File: src/rtl/snoop_ctrl_lv1.sv
// L1 snoop-side sequencer: serialises one bus snoop at a time against processor
// lookups on the shared tag/MESI port, and drives flush, MESI update and bus shared.
module snoop_ctrl_lv1 #(
  parameter int ASSOC     = 4,
  parameter int ASSOC_WID = 2,
  parameter int MESI_WID  = 2
) (
  input  logic                      clk,
  input  logic                      rst,
  input  logic                      bus_rd,
  input  logic                      bus_rdx,
  input  logic                      invalidate,
  input  logic [ASSOC-1:0]          access_blk_snoop,
  input  logic [ASSOC*MESI_WID-1:0] cache_snoop_mesi,
  input  logic                      cpu_lookup_req,
  output logic                      cpu_lookup_gnt,
  output logic                      snoop_sel,
  output logic                      mesi_wr_en,
  output logic [ASSOC_WID-1:0]      mesi_wr_blk,
  output logic [MESI_WID-1:0]       mesi_wr_data,
  output logic                      shared,
  output logic                      flush_req,
  output logic [ASSOC_WID-1:0]      flush_blk,
  input  logic                      flush_done,
  output logic                      snoop_done
);

  localparam logic [MESI_WID-1:0] MESI_I = MESI_WID'(0);
  localparam logic [MESI_WID-1:0] MESI_S = MESI_WID'(1);
  localparam logic [MESI_WID-1:0] MESI_M = MESI_WID'(3);

  typedef enum logic [2:0] {IDLE, CPU, LOOKUP, FLUSH, UPDATE, DONE} state_t;
  typedef enum logic [1:0] {CMD_RD, CMD_RDX, CMD_INV} cmd_t;

  state_t               state, state_nxt;
  cmd_t                 cmd, cmd_nxt;
  logic [ASSOC_WID-1:0] blk, blk_nxt;
  logic                 shared_nxt;
  logic [ASSOC_WID-1:0] hit_idx;
  logic [MESI_WID-1:0]  hit_mesi;

  // Lowest-index way wins if the hit vector is (illegally) multi-hot.
  always_comb begin
    hit_idx  = '0;
    hit_mesi = '0;
    for (int i = ASSOC - 1; i >= 0; i--) begin
      if (access_blk_snoop[i]) begin
        hit_idx  = ASSOC_WID'(i);
        hit_mesi = cache_snoop_mesi[i*MESI_WID +: MESI_WID];
      end
    end
  end

  always_comb begin
    state_nxt  = state;
    cmd_nxt    = cmd;
    blk_nxt    = blk;
    shared_nxt = shared;
    case (state)
      IDLE: begin
        if (bus_rdx) begin
          state_nxt = LOOKUP;
          cmd_nxt   = CMD_RDX;
        end else if (bus_rd) begin
          state_nxt = LOOKUP;
          cmd_nxt   = CMD_RD;
        end else if (invalidate) begin
          state_nxt = LOOKUP;
          cmd_nxt   = CMD_INV;
        end else if (cpu_lookup_req) begin
          state_nxt = CPU;
        end
      end
      CPU:    if (!cpu_lookup_req) state_nxt = IDLE;
      LOOKUP: begin
        blk_nxt = hit_idx;
        if (!(|access_blk_snoop)) begin
          state_nxt = DONE;
        end else begin
          if (cmd == CMD_RD) shared_nxt = 1'b1;
          // Invalidate drops the line without writing it back.
          if (hit_mesi == MESI_M && cmd != CMD_INV) state_nxt = FLUSH;
          else                                      state_nxt = UPDATE;
        end
      end
      FLUSH:  if (flush_done) state_nxt = UPDATE;
      UPDATE: state_nxt = DONE;
      DONE:   state_nxt = IDLE;
      default: state_nxt = IDLE;
    endcase
    if (state_nxt == IDLE) shared_nxt = 1'b0;
  end

  // Outputs are decoded from the next state so every one comes straight off a flop.
  always_ff @(posedge clk or negedge rst) begin
    if (!rst) begin
      state          <= IDLE;
      cmd            <= CMD_RD;
      blk            <= '0;
      cpu_lookup_gnt <= 1'b0;
      snoop_sel      <= 1'b0;
      mesi_wr_en     <= 1'b0;
      mesi_wr_blk    <= '0;
      mesi_wr_data   <= '0;
      shared         <= 1'b0;
      flush_req      <= 1'b0;
      flush_blk      <= '0;
      snoop_done     <= 1'b0;
    end else begin
      state          <= state_nxt;
      cmd            <= cmd_nxt;
      blk            <= blk_nxt;
      cpu_lookup_gnt <= (state_nxt == CPU);
      snoop_sel      <= (state_nxt == LOOKUP) || (state_nxt == FLUSH) || (state_nxt == UPDATE);
      mesi_wr_en     <= (state_nxt == UPDATE);
      mesi_wr_blk    <= (state_nxt == UPDATE) ? blk_nxt : '0;
      mesi_wr_data   <= (state_nxt != UPDATE) ? '0 : (cmd_nxt == CMD_RD) ? MESI_S : MESI_I;
      shared         <= shared_nxt;
      flush_req      <= (state_nxt == FLUSH);
      flush_blk      <= (state_nxt == FLUSH) ? blk_nxt : '0;
      snoop_done     <= (state_nxt == DONE);
    end
  end

endmodule
File: config.mk
export PLATFORM = sky130hd
export DESIGN_NAME = snoop_ctrl_lv1
export DESIGN_NICKNAME = d
export VERILOG_FILES = /design/src/rtl/snoop_ctrl_lv1.sv
export SDC_FILE = /design/constraint.sdc
export NUM_CORES = 1
export LEC_CHECK = 0
export ABC_AREA = 1
export CORE_MARGIN = 2
export CORE_UTILIZATION = 39
export CTS_CLUSTER_DIAMETER = 120
export DETAILED_ROUTE_END_ITERATION = 16
export GPL_TIMING_DRIVEN = 0
export PLACE_DENSITY = 0.74
export SLEW_MARGIN = 20
export SYNTH_ARGS = -nofsm -noshare
export SYNTH_HDL_FRONTEND = slang
export SYNTH_SLANG_ARGS = --single-unit
File: constraint.sdc
create_clock -name clk -period 1.3 [get_ports clk]
set_input_delay 0.325 -clock clk [delete_from_list [all_inputs] [get_ports clk]]
set_output_delay 0.325 -clock clk [all_outputs]
set_load 0.02 [all_outputs]
==> metrics.md <==
| Metric | Value |
|---|---|
| WL final | approximately 1900 um |
| Relative slew slack | a little under half |
| Root buffer cell | clkbuf_4 |
| Initial antenna violation count | 0 |
| Netlist cell types | 22 |
| Xor and xnor area share after synthesis | 0% |
| Mean Syn Cell Area | about 8.3 um^2 |
| Fillers | 203 |
| Yosys top cell area share | between 50% and 60% |
| FF+latch count, synth | 18 |
| Sequential share of the synthesized area | 51.6% |
| Main synth FF type | dfrtp_1 |
| CP delay by family, top | simple AND/OR/NAND/NOR gates |
| Simple-gate portion of the synthesized area | around 33% |
| Worst path max stage delay | ~0.48 ns |
| Setup Total Neg Slack | -0.663 ns |
| Proportion of layout cells with a drive suffix above 1 | about 38% |
| Slowest cell on crit path | dfrtp_2 |
| Initial DRT Pass Iterations | 4 |
| Post-Syn Instances | 105 |
| Skew final | 0.00292 ns |
| Peak supply drop | 1140 uV |
| Area growth syn-to-layout | 51.1% |
| Vias per cell | ~4.5 |
| Wire length per cell | 11.0 um |
| Failing checks | setup timing |
| CTS max path bufs | 2 |
| Post-synth EDFFs | 0 |
| Peak Freq | 728 MHz |
| H-tree depth | 1 |
| Fin crit share | 106% |
| Synth top area cells | dfrtp_1 52%, nand2_1 8.6%, inv_1 6.9% |
| Core footprint | about 0.0022 mm^2 |
| Top Ports | 31 |
| Post-synth top area cell | dfrtp_1 |
| 1st-iter DRT viols | 9 |
| Slew Limit Fails | 0 |
| Synth Net Count | ~120 |
| Worst Path Max Fanout | 5 |
| Power Density | roughly 2000 mW/mm^2 |
| Slew @ Worst Pin | approximately 0.8 ns |
| Row Count | 17 |
| # Max-Cap Violations | 0 |
| Port Buffers | 29 |
| Setup crit start | state[0]$_DFF_PN0_ |
| Compound-gate portion of the synthesized area | 5.88% |
| Reg-to-Reg Start | state[0]$_DFF_PN0_ |
| ANT nets after route | 0 |
| RePlAce Congestion | around 0.82 |
| NumNets Final | roughly 170 |
| Crit Path Category | reg -> reg |
| Post-DP HPWL | approximately 1400 um |
| Final Hold Violating Endpoints | 0 |
| Pin count of the biggest net entering global routing | 19 |
| Commonest cells after routing, fill and taps aside | 17 x dfrtp_1, 13 x inv_1, 12 x nand2_1 |
| Global Route Usage Sum | between 10% and 20% |
| Sequential cell area | approximately 450 um^2 |
| Cts hold-fix bufs | 0 |
| Initial core utilization | around two fifths |
| Congestion Overflow GR | 0 |
| Setup crit start kind | flip-flop |
| Clk sinks | 18 |
| Post-layout min period | approximately 1.4 ns |
| Vias | 791 |
| WP data required | 1.49 ns |
| Chip Height | between 50 and 60 um |
| Multi-input gate area in the final layout | a little over 400 um^2 |
| Setup violators final | 12 |
| CP Cell Sequence | nor3_4 > inv_2 > buf_6 > nand2_2 > and2_4 > nor2_1 |
| Critical path capture point type | flip-flop |
| DRC viols | 0 |
| Die Wd | around 50 um |
| Main combinational cell family by area after synthesis | simple AND/OR/NAND/NOR gates |
| Hold path start | bus_rdx |
| Post-Synth Adder-Cell Area | 0% |
| Multiplexer share of the synthesized area | 0% |
| Most common cell after layout, fill and taps aside | dfrtp_1 |
| Die Footprint | about 0.0026 mm^2 |
| Pre-CTS WS | -0.475 ns |
| N_diodes | 0 |
| Post-Syn Area | a little under 900 um^2 |
| Buf/Inv on CP | 2 |
| Leakage | approximately 0.7 nW |
| CTS Buf Count | 3 |
| Async set-or-reset flop fraction in the synthesized netlist | 100% |
| Clock transition at path regs | around 0.1 ns |
| Clock Latency Late Sink | roughly 0.29 ns |
| Worst setup margin | -0.0743 ns |
| CTS tree | done |
| Crit path DAT | approximately 1.6 ns |
| First-pass GRT wire length | ~3200 um |
| YS warnings | 0 |
| Hold Path Class | in -> reg |
| Vias in the first global route | between 700 and 800 |
| RSZ-0062 raised after global routing | yes |
| Status | complete, but fails checks |
synthesized netlist by cell type, types with 2 or more instances:
| cell | instances |
|---|---|
| dfrtp_1 | 18 |
| inv_1 | 16 |
| and2_1 | 2 |
| nand3_1 | 10 |
| nor2_1 | 15 |
| o21ai_0 | 5 |
| inv_2 | 4 |
| nand2_1 | 20 |
| a21oi_1 | 2 |
flip-flops by register name (all words and copies together) (netlist names):
signal	count
snoop_done	1
flush_req	1
mesi_wr_blk	2
mesi_wr_en	1
cpu_lookup_gnt	1
snoop_sel	1
blk	2
state	3
shared	1
mesi_wr_data	1
flush_blk	2
cmd	2
routing by layer:
layer  part of all wire (%)  track usage, %  vias up
met5                      0               0        -
met4                      0            3.95        0
met3                    4.4            2.63        0
met2                     56            31.2       18
met1                     40            19.3      369
li1                       -               -      404
power by group:
| group | internal, W | switching, W |
|---|---|---|
| Combinational | 0.000619 | 0.000810 |
| Clock | 0.000170 | 0.000173 |
| Sequential | 0.000742 | 0.000112 |
cells by family after synthesis:
logic type / count (synthesis)
simple gates: 56
buf+inv: 21
flops: 18
compound gates: 9
other cells: 1
layout make-up:
type | instances | area share [%]
well taps | 28 | 2.66
clock buffers | 4 | 2.75
multi-input cells | 66 | 30.7
repair buffers | 37 | 23.2
flip-flops and latches | 18 | 34.3
inverters | 20 | 5.89
plain buffers | 1 | 0.570
worst min-delay path, cell delays in order:
cell	delay, ns
dlygate4sd2_1	0.21
nand3_1	0.10
nand2_1	0.08
path summary, 6_finish.rpt:
check	endpoint	slack, ns	depth (start not counted)
setup / recovery	mesi_wr_blk[1]$_DFF_PN0_	-0.07	6
hold / removal	cmd[0]$_DFF_PN0_	0.45	3
setup reg to reg	mesi_wr_blk[1]$_DFF_PN0_	-0.07	6
hold reg to reg	shared$_DFFE_PN0P_	0.56	2
max in group asynchronous	state[0]$_DFF_PN0_	0.27	1
min in group asynchronous	cmd[0]$_DFF_PN0_	0.49	1
stage by stage:
step / instances / util (%) / total power (W) / hold WS, ns / instance area, um^2
after floorplan: 105 / - / 0.00159 / 0.0294 / 872
after global placement: 162 / 55.2 / 0.00193 / 0.523 / 1200
after detailed placement: 162 / 55.2 / 0.00196 / 0.527 / 1200
after CTS: 173 / 61.3 / 0.00256 / 0.450 / 1330
after global routing: 174 / 60.7 / 0.00284 / 0.478 / 1320
final: 174 / 60.7 / 0.00263 / 0.450 / 1320
repair_timing:
item,in CTS,in global routing
resized for setup,51,19
pin swaps,20,4
setup buffers,7,1
endpoints found under the setup margin,21,20
Note: power is estimated with default switching activity, not from simulation.
